$ cat src/rtl/mem_arbiter_pkg.sv
// mem_arbiter_pkg: shared state encodings and line-memory width defaults
package mem_arbiter_pkg;
  localparam int DEF_ADDR_W = 32;
  localparam int DEF_LINE_W = 128;
  typedef enum logic [1:0] {
    S_IDLE = 2'd0,
    S_BUSY = 2'd1,
    S_RESP = 2'd2
  } state_t;
endpackage

$ cat src/rtl/mem_arb_pick.sv
// mem_arb_pick: two-way round-robin select; on contention the requester other than last_i wins
module mem_arb_pick (
  input  logic v0_i,
  input  logic v1_i,
  input  logic last_i,
  output logic any_o,
  output logic choice_o
);
  assign any_o    = v0_i | v1_i;
  assign choice_o = (v0_i & v1_i) ? ~last_i : v1_i;
endmodule

$ cat src/rtl/mem_arbiter.sv
// mem_arbiter: round-robin share of one line-memory port between icache (r0) and dcache (r1); MEM_ARB_PERF_EN adds grant/wait counters
module mem_arbiter
  import mem_arbiter_pkg::*;
#(
  parameter int ADDR_W = DEF_ADDR_W,
  parameter int LINE_W = DEF_LINE_W
) (
  input  logic              clk,
  input  logic              rst,
  input  logic              r0_valid,
  output logic              r0_ready,
  input  logic [ADDR_W-1:0] r0_addr,
  input  logic              r0_wmask,
  input  logic [LINE_W-1:0] r0_wdata,
  output logic [LINE_W-1:0] r0_rdata,
  input  logic              r1_valid,
  output logic              r1_ready,
  input  logic [ADDR_W-1:0] r1_addr,
  input  logic              r1_wmask,
  input  logic [LINE_W-1:0] r1_wdata,
  output logic [LINE_W-1:0] r1_rdata,
  output logic              mem_valid,
  input  logic              mem_ready,
  output logic [ADDR_W-1:0] mem_addr,
  output logic              mem_wmask,
  output logic [LINE_W-1:0] mem_wdata,
  input  logic [LINE_W-1:0] mem_rdata
`ifdef MEM_ARB_PERF_EN
  ,
  output logic [31:0]       perf_grant0,
  output logic [31:0]       perf_grant1,
  output logic [31:0]       perf_wait
`endif
);
  state_t              state_q;
  logic                last_q, gnt_q;
  logic                mem_valid_q, mem_wmask_q;
  logic [ADDR_W-1:0]   mem_addr_q;
  logic [LINE_W-1:0]   mem_wdata_q;
  logic                r0_ready_q, r1_ready_q;
  logic [LINE_W-1:0]   r0_rdata_q, r1_rdata_q;
  logic                any, choice;

  mem_arb_pick u_pick (
    .v0_i    (r0_valid),
    .v1_i    (r1_valid),
    .last_i  (last_q),
    .any_o   (any),
    .choice_o(choice)
  );

  assign mem_valid = mem_valid_q;
  assign mem_addr  = mem_addr_q;
  assign mem_wmask = mem_wmask_q;
  assign mem_wdata = mem_wdata_q;
  assign r0_ready  = r0_ready_q;
  assign r1_ready  = r1_ready_q;
  assign r0_rdata  = r0_rdata_q;
  assign r1_rdata  = r1_rdata_q;

  // Grant/forward/respond FSM; requester inputs are only sampled on the IDLE grant edge
  always_ff @(posedge clk or posedge rst) begin
    if (rst) begin
      state_q     <= S_IDLE;
      last_q      <= 1'b1;
      gnt_q       <= 1'b0;
      mem_valid_q <= 1'b0;
      mem_wmask_q <= 1'b0;
      mem_addr_q  <= '0;
      mem_wdata_q <= '0;
      r0_ready_q  <= 1'b0;
      r1_ready_q  <= 1'b0;
      r0_rdata_q  <= '0;
      r1_rdata_q  <= '0;
    end else begin
      case (state_q)
        S_IDLE: if (any) begin
          gnt_q       <= choice;
          last_q      <= choice;
          mem_valid_q <= 1'b1;
          mem_addr_q  <= choice ? r1_addr : r0_addr;
          mem_wmask_q <= choice ? r1_wmask : r0_wmask;
          mem_wdata_q <= choice ? r1_wdata : r0_wdata;
          state_q     <= S_BUSY;
        end
        S_BUSY: if (mem_ready) begin
          mem_valid_q <= 1'b0;
          if (gnt_q) begin
            r1_rdata_q <= mem_rdata;
            r1_ready_q <= 1'b1;
          end else begin
            r0_rdata_q <= mem_rdata;
            r0_ready_q <= 1'b1;
          end
          state_q <= S_RESP;
        end
        S_RESP: begin
          r0_ready_q <= 1'b0;
          r1_ready_q <= 1'b0;
          state_q    <= S_IDLE;
        end
        default: state_q <= S_IDLE;
      endcase
    end
  end

`ifdef MEM_ARB_PERF_EN
  logic        wait0, wait1;
  logic [31:0] perf_grant0_q, perf_grant1_q, perf_wait_q;

  assign wait0 = r0_valid & ~((state_q == S_IDLE) ? (any & ~choice) : ~gnt_q);
  assign wait1 = r1_valid & ~((state_q == S_IDLE) ? (any & choice) : gnt_q);
  assign perf_grant0 = perf_grant0_q;
  assign perf_grant1 = perf_grant1_q;
  assign perf_wait   = perf_wait_q;

  // Free-running wrap-around counters: grants per requester and cycles with a pending, unserved request
  always_ff @(posedge clk or posedge rst) begin
    if (rst) begin
      perf_grant0_q <= '0;
      perf_grant1_q <= '0;
      perf_wait_q   <= '0;
    end else begin
      if (state_q == S_IDLE && any && !choice) perf_grant0_q <= perf_grant0_q + 32'd1;
      if (state_q == S_IDLE && any && choice) perf_grant1_q <= perf_grant1_q + 32'd1;
      if (wait0 | wait1) perf_wait_q <= perf_wait_q + 32'd1;
    end
  end
`endif
endmodule
$ cat config.mk
export PLATFORM = sky130hd
export DESIGN_NAME = mem_arbiter
export DESIGN_NICKNAME = d
export VERILOG_FILES = /design/src/rtl/mem_arbiter_pkg.sv /design/src/rtl/mem_arb_pick.sv /design/src/rtl/mem_arbiter.sv
export SDC_FILE = /design/constraint.sdc
export NUM_CORES = 1
export LEC_CHECK = 0
export CAP_MARGIN = 5
export CORE_AREA = 2 2 337 339
export CTS_CLUSTER_DIAMETER = 150
export DETAILED_ROUTE_END_ITERATION = 16
export DIE_AREA = 0 0 339 341
export PLACE_DENSITY = 0.41
export SETUP_SLACK_MARGIN = 0.2
export SLEW_MARGIN = 40
export SYNTH_ARGS = -nofsm -noshare
export SYNTH_HDL_FRONTEND = slang
export SYNTH_SLANG_ARGS = --single-unit
$ cat constraint.sdc
create_clock -name clk -period 27.5 [get_ports clk]
set_input_delay 2.75 -clock clk [delete_from_list [all_inputs] [get_ports clk]]
set_output_delay 2.75 -clock clk [all_outputs]
set_load 0.005 [all_outputs]
==> results.md, run 1 <==
- Area fraction in and, or, nand and nor cells after synthesis: 0.00287
- Highest net fanout along the worst path: approximately 70
- Number of instances in the synthesized netlist: around 1,100
- Die W: between 300 and 400 µm
- Max frequency: a little over 200 MHz
- Startpoint of the worst setup timing path: r0_valid
- Most frequent standard cell in the layout excluding fill and tap cells: clkdlybuf4s50_1
- Layout cells sized above 1: 0.343
- Required time of the critical path: 27,990 ps
- Pwr/cell area: about 110 nW/µm²
- Clock insertion delay at the later pin of the skew report: approximately 620 ps
- I/O pin cnt: between 800 and 900
- Synthesized-area fraction occupied by ao, oa, aoi and oai cells: 0.00259
- Wire length of the first global-routing pass: approximately 110,000 µm
- Number of vias in the routed layout: approximately 13,000
- Min Clock Period, post-route: about 4800 ps
- Y dimension of the die: around 340 µm
- Net count after synthesis: between 1,500 and 2,000
- Number of pins with negative max-slew slack in the final report: 0
- Overall die area: between 100,000 and 150,000 µm²
- Synth Area in XOR/XNOR: 0
- Global-route usage over all layers: 0.127
- Worst Hold Slack: 487 ps
- Cell variety after synth: 18
- Clock transition at the register clock pins on the worst setup and hold paths after CTS: approximately 60 ps
- Worst-case clock skew: ~20 ps
- CTS max path bufs: 3
- Final-report hold violation count: 0
- Leading cell types in the layout, fill and taps excluded: clkdlybuf4s50_1, mux2_2, dfrtp_1
- Flop and latch count out of synthesis: between 400 and 500
- Total routed wirelength: between 70,000 and 80,000 µm
- Routed wire length per instance: approximately 21 µm
- Share of cell area taken by muxes after synthesis: 0.380
- Pin count of the biggest net entering global routing: 104
- Initial antenna violation count: 30
- Critical path endpoint category: flop
- Count of input and output buffers: roughly 870
- Leakage dissipation: 12.2 nW
- Setup tns final: 0 ps
- Routability congestion estimate from global placement: ~0.85
- Startpoint of the lowest-slack register-to-register path: last_q
- Total power: 0.00330 W
- Clock sinks: 424
- VDD IR-drop max: 0.0542 mV
- Register-to-Register Path Depth: 5
- Starting density of the core: 0.160
- Min-delay src: mem_valid
- Clock tree from TritonCTS: done
- Number of buffers added to fix hold violations after cts: 0
- Dominant combinational cell family by area after synthesis: multiplexers
- Run status: completed
- Slew at the pin closest to its max-slew limit: ~800 ps
- Category of the worst setup path launch point: primary input
- Destination of the worst register-to-register timing path: mem_wdata[115]
- Worst setup slack after placement: 21,910 ps
- Worst-case register-to-register setup slack: between 20,000 and 25,000 ps
- Length of the first detailed-routing pass in iterations: 6
- Final Cycle Share: 0.176
- Area of the multi-input gates: between 6000 and 7000 µm²
- Hold Path Cell Cnt: 2
- Number of H-tree branching levels: 2
- Synthesis Warnings: 0
- Min setup slack post-route: between 20,000 and 25,000 ps
- Post-route DRC violation count: 0
- Worst EP arrival: 5320 ps
- GRT overflow: 0
- Setup-violating endpoint count in the final report: 0
- Post-Syn Area per Cell: roughly 16 µm²
- Adder-cell area share of the yosys netlist: 0
- Half-perimeter wire length of the detailed placement result: a little under 60,000 µm
- Area of the mapped netlist: roughly 18,000 µm²
- Core area: approximately 110,000 µm²
- Register area: approximately 11,000 µm²
- Relative slew slack: 0.464
- Critical Setup Path Class: primary input to flop
- Initial DRC Count: between 300 and 400
- Number of filler instances in the final layout: between 10,000 and 15,000
- Nets: about 2,400
- Vias in the first global route: approximately 15,000
- Worst hold path endpoint: mem_valid
- Setup repair after global routing missed its margin: false
- Min-delay worst type: flop to flop
- CTS buffer count: between 50 and 60
- Root buffer cell: clkbuf_16
- Number of standard-cell rows in the floorplan: between 100 and 150
- Max-cap viol count: 0
- Post-synthesis sequential area ratio: 0.593
- Post-CTS setup buffer count: 0
- Post-detailed-route count of antenna-violating nets: 0
- Cts repair resizes: 0
- Per-cell via count in the routed design: ~3.6
- P&R area growth vs syn: 69.2%
## registers in the layout, indices dropped and copies added, names as in the netlist
signal,flops
mem_wdata,128
r0_rdata,128
r1_rdata,128
mem_addr,32
state_q,2
gnt_q,1
last_q,1
mem_valid,1
mem_wmask,1
r0_ready,1
r1_ready,1
## cell families (layout without fill, tap and decap cells)
group                  Yosys count  count (layout)
AO/OA/AOI/OAI                    7               7
buffers and inverters           66             995
flip-flops                     424             424
multiplexers                   578             578
other                            0              18
AND/OR/NAND/NOR                 11              11
## power by group
group	leakage, nW	switching [W]	internal, W
Combinational	6.31	0.000491	0.000945
Sequential	5.01	0.000178	0.000947
Clock	0.919	0.000291	0.000446
## synthesized netlist by cell type
cell / n / area share
a21bo_1: 1 / 0.00056
a21o_1: 2 / 0.00084
a21oi_1: 1 / 0.00028
a31oi_1: 1 / 0.00035
buf_2: 53 / 0.015
buf_6: 10 / 0.0063
clkbuf_1: 1 / 0.00021
dfrtp_1: 423 / 0.59
dfstp_2: 1 / 0.0015
inv_1: 2 / 0.00042
mux2_2: 499 / 0.31
mux2_4: 79 / 0.066
nand2_1: 5 / 0.0010
nand2b_1: 2 / 0.00070
nand3b_1: 1 / 0.00042
nor2_1: 2 / 0.00042
nor3_1: 1 / 0.00028
o21ai_0: 2 / 0.00056
## stage by stage
step                cells   util  area (µm²)
CTS                  3514  0.270       30200
global placement     3410  0.253       28300
detailed placement   3412  0.253       28400
finish               3533  0.271       30300
floorplan            1086      -       17900
global route         3526  0.271       30300
## worst max path at each step
stage / end / slack (ps) / cells after the start
final: mem_wdata[115] / 22670 / 6
after global routing: mem_wdata[119] / 22640 / 6
after CTS: mem_wdata[119] / 22590 / 5
after detailed placement: mem_wdata[21] / 21910 / 5
after global placement: r0_rdata[53] / 21650 / 4
after floorplan: gnt_q / 12950 / 1
## final cells by class
type	instances	area share
antenna	18	0.00149
clock buffer	84	0.0553
clock inverter	18	0.00632
inverter	2	0.000661
multi-input combinational	596	0.229
sequential	424	0.350
tap	1500	0.0619
timing repair buffer	891	0.295
## critical path: stages
cell             delay, ps
clkdlybuf4s50_1        580
a21bo_4                370
buf_12                 270
buf_6                  580
mux2_2                 410
mux2_2                 270
## layer usage
metal,GRT usage,part of all wire,vias up
met5,0,0.0012,-
met4,0.0467,0.027,14
met3,0.0611,0.10,116
met2,0.222,0.51,534
met1,0.132,0.36,6412
li1,-,-,5689
(Power assumes the default switching activity.)
==> run 2, diff against run 1 <==
--- a/config.mk
+++ b/config.mk
@@ -6,11 +6,11 @@
 export NUM_CORES = 1
 export LEC_CHECK = 0
 export CAP_MARGIN = 5
-export CORE_AREA = 2 2 337 339
+export CORE_AREA = 2 2 339 341
 export CTS_CLUSTER_DIAMETER = 150
 export DETAILED_ROUTE_END_ITERATION = 16
-export DIE_AREA = 0 0 339 341
-export PLACE_DENSITY = 0.41
+export DIE_AREA = 0 0 341 343
+export PLACE_DENSITY = 0.4
 export SETUP_SLACK_MARGIN = 0.2
 export SLEW_MARGIN = 40
 export SYNTH_ARGS = -nofsm -noshare
==> constraint.sdc (replaced) <==
create_clock -name clk -period 4.5 [get_ports clk]
set_input_delay 0.45 -clock clk [delete_from_list [all_inputs] [get_ports clk]]
set_output_delay 0.45 -clock clk [all_outputs]
set_load 0.005 [all_outputs]
==> run 2 against run 1 <==
Compared with the run above:
- core utilization decreased by 0.31 points
- worst hold slack got worse by 270 ps
- sequential power increased to 6.1 times the previous value
- global-route usage decreased by 0.84 points
- non-clock buffer count increased by 11
- sequential share of layout area decreased by 0.078 points
- combinational power increased to 6.1 times the previous value
- wire length decreased by 3.7%
- critical path type is now flop to flop
==> results.md, run 2 (same netlist as run 1, synthesis figures left out) <==
- Routed wire length per instance: 20.4 µm (was 21.3 µm)
- Worst path cell trace: a21bo_4, buf_4, mux2_2, mux2_2 (was clkdlybuf4s50_1, a21bo_4, buf_12, buf_6, mux2_2, mux2_2)
- Per-cell via count in the routed design: 3.58 (was 3.61)
- Min Clock Period, post-route: 2400 ps
- Overall die area: 117,000 µm² (was 116,000 µm²)
- Clock transition at the register clock pins on the worst setup and hold paths after CTS: 60 ps (about the same)
- Finished Cell Area: 30,400 µm² (was 30,300 µm²)
- Most frequent standard cell in the layout excluding fill and tap cells: clkdlybuf4s50_1 (unchanged)
- Highest net fanout along the worst path: 32 (was 68)
- Number of H-tree branching levels: 2 (unchanged)
- Global-route usage over all layers: 0.119 (was 0.127)
- Final-report hold violation count: 0 (unchanged)
- Worst EP arrival: 2910 ps (was 5320 ps)
- Layout cells sized above 1: 0.344 (was 0.343)
- Number of pins with negative max-slew slack in the final report: 0 (unchanged)
- Worst Hold Slack: 221 ps (was 487 ps)
- Nets: 2,436 (was 2,425)
- Clock tree from TritonCTS: done (unchanged)
- Y dimension of the die: 343 µm (was 341 µm)
- Final Cycle Share: 0.533
- Number of cells after detailed placement: 3,436 (was 3,412)
- Die W: 341 µm (was 339 µm)
- Number of standard-cell rows in the floorplan: 124 (was 123)
- Post-route DRC violation count: 0 (unchanged)
- Number of buffers added to fix hold violations after cts: 0 (unchanged)
- Number of buffer and inverter stages on the critical path: 1 (was 3)
- Half-perimeter wire length of the detailed placement result: 55,600 µm (was 57,700 µm)
- Top Family by Delay on Critical Path: multiplexers (was buffers and inverters)
- Root buffer cell: clkbuf_16 (unchanged)
- Vias in the first global route: 14,343 (was 14,583)
- Post-CTS setup buffer count: 0 (unchanged)
- Cts repair resizes: 0 (unchanged)
- Run status: completed (unchanged)
- CTS max path bufs: 3 (unchanged)
- Number of vias in the routed layout: 12,713 (was 12,765)
- Max-cap viol count: 0 (unchanged)
- Routability congestion estimate from global placement: 0.822 (was 0.854)
- Pwr/cell area: 657 nW/µm² (was 109 nW/µm²)
- Critical Setup Path Class: flop to flop (was primary input to flop)
- Relative slew slack: 0.501 (was 0.464)
- P&R area growth vs syn: 69.6% (was 69.2%)
- VDD IR-drop max: 0.316 mV (was 0.0542 mV)
- Initial antenna violation count: 26 (was 30)
- Post-detailed-route count of antenna-violating nets: 0 (unchanged)
- Wire length of the first global-routing pass: 102,000 µm (was 108,000 µm)
- Min-delay worst type: primary input to async pin (was flop to flop)
- Setup repair after global routing missed its margin: false (unchanged)
- Setup-violating endpoint count in the final report: 0 (unchanged)
- Setup tns final: 0 ps (unchanged)
- Starting density of the core: 0.158 (was 0.160)
- Max frequency: 417 MHz
- Final core occ: 0.268 (was 0.271)
- I/O pin cnt: 875 (unchanged)
- GRT overflow: 0 (unchanged)
- Length of the first detailed-routing pass in iterations: 4 (was 6)
- Core area: 113,000 µm² (was 112,000 µm²)
- Slew at the pin closest to its max-slew limit: 748 ps (was 803 ps)
- Category of the worst setup path launch point: flop (was primary input)
- Initial DRC Count: 294 (was 320)
- Delay of the slowest cell on the worst path: 560 ps (was 580 ps)
- Highest-delay cell along the critical path: dfstp_2 (was clkdlybuf4s50_1)
- Cell Count, Final, Fillers Out: 3,551 (was 3,533)
- Required time of the critical path: 5010 ps (was 27,990 ps)
- Worst path most repeated cell: mux2_2 (unchanged)
- Leakage dissipation: 12.3 nW (was 12.2 nW)
- Placed cell area: 28,600 µm² (was 28,400 µm²)
- Total routed wirelength: 72,500 µm (was 75,300 µm)
- Clock insertion delay at the later pin of the skew report: 630 ps (was 620 ps)
- Clock sinks: 424 (unchanged)
- Count of input and output buffers: 874 (unchanged)
- Pin count of the biggest net entering global routing: 106 (was 104)
- Critical path endpoint category: flop (unchanged)
- CTS buffer count: 55 (unchanged)
- Number of filler instances in the final layout: 11,683 (was 11,583)
- Leading cell types in the layout, fill and taps excluded: clkdlybuf4s50_1, mux2_2, dfrtp_1 (unchanged)
- Worst-case clock skew: 23.2 ps (was 19.5 ps)
[run 2: cell types whose count changed in the layout (fill, tap and decap cells not counted), sizes merged]
cell,change
buf,+11
clkinv,+5
clkbuf,-3
bufinv,-2
clkinvlp,-2
diode,-2
inv,-1
[run 2: final cells by class]
| cell class | count | area, µm² | share of cell area |
|---|---|---|---|
| inverter | 2 | 11.3 | 0.000371 |
| timing repair buffer | 902 | 9120 | 0.300 |
| tap | 1512 | 1890 | 0.0623 |
| clock inverter | 18 | 166 | 0.00548 |
| antenna | 16 | 40.0 | 0.00132 |
| clock buffer | 81 | 1590 | 0.0522 |
| sequential | 424 | 10600 | 0.349 |
| multi-input combinational | 596 | 6940 | 0.228 |
[run 2: final timing paths]
| path | slack [ps] | cells past startpoint | start | endpoint |
|---|---|---|---|---|
| worst max-delay path | 2100 | 4 | last_q | mem_wdata[117] |
| worst min-delay path | 220 | 2 | rst | mem_wdata[112] |
| worst max register to register | 2100 | 4 | last_q | mem_wdata[117] |
| worst min register to register | 470 | 2 | r1_ready | r1_ready |
| max in group asynchronous | 3210 | 4 | rst | r1_rdata[3] |
| min in group clk | 430 | 2 | mem_ready | state_q[0] |
[run 2: metrics by stage]
step	total power (W)	worst slack [ps]
2_1_floorplan	0.0101	-1670
4_1_cts	0.0204	1990
3_5_place_dp	0.0159	1550
5_1_grt	0.0211	1940
3_3_place_gp	0.0158	1590
6_report	0.0199	2100
[run 2: power by group]
| part | internal (W) | total (W) | switching (W) |
|---|---|---|---|
| Clock | 0.00250 | 0.00431 | 0.00181 |
| Combinational | 0.00582 | 0.00879 | 0.00297 |
| Sequential | 0.00579 | 0.00685 | 0.00106 |
| Total | 0.0141 | 0.0199 | 0.00584 |
[run 2: layer usage]
layer  global-route usage  up-vias  wire length, µm
li1                     -     5714                -
met1                0.123     6346            26000
met2                0.208      538            36800
met3               0.0576      105             7690
met4               0.0432       10             2060
met5                    0        -               69
[run 2: worst reg2reg max path, cell delays in order (launching register included)]
cell and delay, ps:
dfstp_2 560, a21bo_4 520, buf_4 530, mux2_2 440, mux2_2 260
==> run 3, diff against run 2 <==
--- a/config.mk
+++ b/config.mk
@@ -6,11 +6,11 @@
 export NUM_CORES = 1
 export LEC_CHECK = 0
 export CAP_MARGIN = 5
-export CORE_AREA = 2 2 339 341
+export CORE_AREA = 2 2 336 338
 export CTS_CLUSTER_DIAMETER = 150
 export DETAILED_ROUTE_END_ITERATION = 16
-export DIE_AREA = 0 0 341 343
-export PLACE_DENSITY = 0.4
+export DIE_AREA = 0 0 338 340
+export PLACE_DENSITY = 0.42
 export SETUP_SLACK_MARGIN = 0.2
 export SLEW_MARGIN = 40
 export SYNTH_ARGS = -nofsm -noshare
==> constraint.sdc (replaced) <==
create_clock -name clk -period 2.2 [get_ports clk]
set_input_delay 0.22 -clock clk [delete_from_list [all_inputs] [get_ports clk]]
set_output_delay 0.22 -clock clk [all_outputs]
set_load 0.005 [all_outputs]
==> run 3 against run 2 <==
Compared with the run above:
- clock skew fell by 8.4 ps
- combinational power grew 110%
- sequential share of layout area fell by 0.57 points
- sequential power rose by 100%
- non-clock buffer count rose by 35
- power grew 110%
- die area is 1.7% lower
- global-route usage is 0.51 points higher
- flip-flop and latch count unchanged
- worst setup slack got worse by 1800 ps
- count of clock-buffer cells in the layout decreased by 1
- clock power is 110% higher
- critical path type unchanged
- critical endpoint is now mem_wdata[122]
- largest cell class unchanged
==> results.md, run 3 (same netlist as run 1, synthesis figures left out) <==
- Run status: completed (unchanged)
- Cts repair resizes: 0 (unchanged)
- Startpoint of the worst setup timing path: last_q (unchanged)
- VDD IR-drop max: 0.808 mV (was 0.316 mV)
- Leakage dissipation: 12.5 nW (was 12.3 nW)
- Destination of the worst register-to-register timing path: mem_wdata[122] (was mem_wdata[117])
- Critical path endpoint category: flop (unchanged)
- Clock tree from TritonCTS: done (unchanged)
- Worst EP arrival: 2380 ps (was 2910 ps)
- Required time of the critical path: 2700 ps (was 5010 ps)
- CTS max path bufs: 3 (unchanged)
- Most frequent standard cell in the layout excluding fill and tap cells: clkdlybuf4s50_1 (unchanged)
- CTS buffer count: 53 (was 55)
- Die W: 338 µm (was 341 µm)
- Max frequency: 532 MHz (was 417 MHz)
- Clock insertion delay at the later pin of the skew report: 640 ps (was 630 ps)
- Worst hold path endpoint: r0_rdata[33]
- Category of the worst setup path launch point: flop (unchanged)
- Total routed wirelength: 74,400 µm (was 72,500 µm)
- Count of input and output buffers: 874 (unchanged)
- Half-perimeter wire length of the detailed placement result: 58,900 µm (was 55,600 µm)
- Uppermost routed layer: met5 (unchanged)
- Initial DRC Count: 393 (was 294)
- Vias in the first global route: 14,699 (was 14,343)
- Min-delay src: mem_rdata[33]
- Min Clock Period, post-route: 1880 ps (was 2400 ps)
- Routed wire length per instance: 20.8 µm (was 20.4 µm)
- GRT overflow: 0 (unchanged)
- Post-detailed-route count of antenna-violating nets: 0 (unchanged)
- Hold Path Cell Cnt: 2
- Total power: 0.0415 W (was 0.0199 W)
- Number of H-tree branching levels: 2 (unchanged)
- Number of buffers added to fix hold violations after cts: 1 (was 0)
- Pin count of the biggest net entering global routing: 88 (was 106)
- Leading cell types in the layout, fill and taps excluded: clkdlybuf4s50_1, mux2_2, dfrtp_1 (unchanged)
- WL met3: 8140 µm (was 7690 µm)
- Final-report hold violation count: 0 (unchanged)
- Global-route usage over all layers: 0.124 (was 0.119)
- Pwr/cell area: 1350 nW/µm² (was 657 nW/µm²)
- Number of standard-cell rows in the floorplan: 123 (was 124)
- Wire length of the first global-routing pass: 104,000 µm (was 102,000 µm)
- Core area: 112,000 µm² (was 113,000 µm²)
- Met2 wire len: 38,400 µm (was 36,800 µm)
- Y dimension of the die: 340 µm (was 343 µm)
- Setup-violating endpoint count in the final report: 0 (unchanged)
- Post-CTS setup buffer count: 0 (unchanged)
- Highest net fanout along the worst path: 23 (was 32)
- Worst-case clock skew: 14.8 ps (was 23.2 ps)
- Post-route DRC violation count: 0 (unchanged)
- Starting density of the core: 0.160 (was 0.158)
- Register-to-Register Path Depth: 5 (was 4)
- Nets: 2,469 (was 2,436)
- Clock transition at the register clock pins on the worst setup and hold paths after CTS: 60 ps (about the same)
- Slew at the pin closest to its max-slew limit: 664 ps (was 748 ps)
- Relative slew slack: 0.557 (was 0.501)
- Critical Setup Path Class: flop to flop (unchanged)
- Startpoint of the lowest-slack register-to-register path: last_q (unchanged)
- Clock sinks: 424 (unchanged)
- Routability congestion estimate from global placement: 0.835 (was 0.822)
- I/O pin cnt: 875 (unchanged)
- Worst-case register-to-register setup slack: 320 ps (was 2100 ps)
- Detailed-route wire length on metal 1: 26,000 µm (about the same)
- P&R area growth vs syn: 72.4% (was 69.6%)
- Overall die area: 115,000 µm² (was 117,000 µm²)
- Root buffer cell: clkbuf_16 (unchanged)
- Min-delay worst type: primary input to flop (was primary input to async pin)
- Number of vias in the routed layout: 12,934 (was 12,713)
- Layout cells sized above 1: 0.357 (was 0.344)
- Worst Hold Slack: 223 ps (was 221 ps)
- Number of pins with negative max-slew slack in the final report: 0 (unchanged)
- Setup repair after global routing missed its margin: false (unchanged)
- Length of the first detailed-routing pass in iterations: 6 (was 4)
- Per-cell via count in the routed design: 3.62 (was 3.58)
- Final Cycle Share: 0.854 (was 0.533)
- Max-cap viol count: 0 (unchanged)
- Initial antenna violation count: 21 (was 26)
-- run 3: cell types whose count changed in the layout (fill, tap and decap cells not counted), moves of 2 or more --
cell        previous run  this run
buf_12                13        29
buf_4                 15        34
bufinv_16              1         3
clkbuf_1              16        12
clkbuf_16             56        53
clkbuf_8               9        15
clkinv_2              12        10
clkinv_4               3         0
clkinvlp_4             1         4
diode_2               16        13
inv_6                  0         2
-- run 3: final cells by class --
| cell class | instances | area (µm²) |
|---|---|---|
| repair buffers | 937 | 9580 |
| clock buffers | 80 | 1580 |
| inverters | 2 | 11.3 |
| clock inverters | 20 | 240 |
| multi-input cells | 596 | 6940 |
| well taps | 1500 | 1880 |
| diodes | 13 | 32.5 |
| fillers | 11418 | 80700 |
| flip-flops and latches | 424 | 10600 |
-- run 3: worst max-delay path by stage --
stage	to	cells after the start
after floorplan	gnt_q	1
after global placement	mem_wdata[116]	6
after detailed placement	mem_wdata[111]	6
after CTS	mem_valid	1
after global routing	mem_wdata[0]	1
final	mem_wdata[122]	5
-- run 3: through the flow --
stage	instances	setup TNS [ps]	setup slack, ps	util	cell area (µm²)
2_1_floorplan	1086	-1584450	-3740	-	17900
3_3_place_gp	3458	0	7.17	0.260	29000
3_5_place_dp	3458	-572	-33.2	0.260	29000
4_1_cts	3559	0	232	0.276	30800
5_1_grt	3569	0	236	0.277	30900
6_report	3572	0	321	0.277	30900
-- run 3: where the power goes --
group          switching, W  internal (W)
clock network       0.00367       0.00533
registers           0.00220        0.0118
logic               0.00621        0.0123
total                0.0121        0.0294
-- run 3: critical path, stage by stage, from the launching register on --
cell and delay, ps:
dfstp_2 550, a21bo_4 180, buf_12 180, buf_12 200
mux2_2 340, mux2_2 260
-- run 3: metal layers --
metal	GRT usage	vias to the layer above
met4	0.0446	6
met3	0.0557	101
met2	0.221	545
li1	-	5767
met1	0.126	6515
met5	0	-
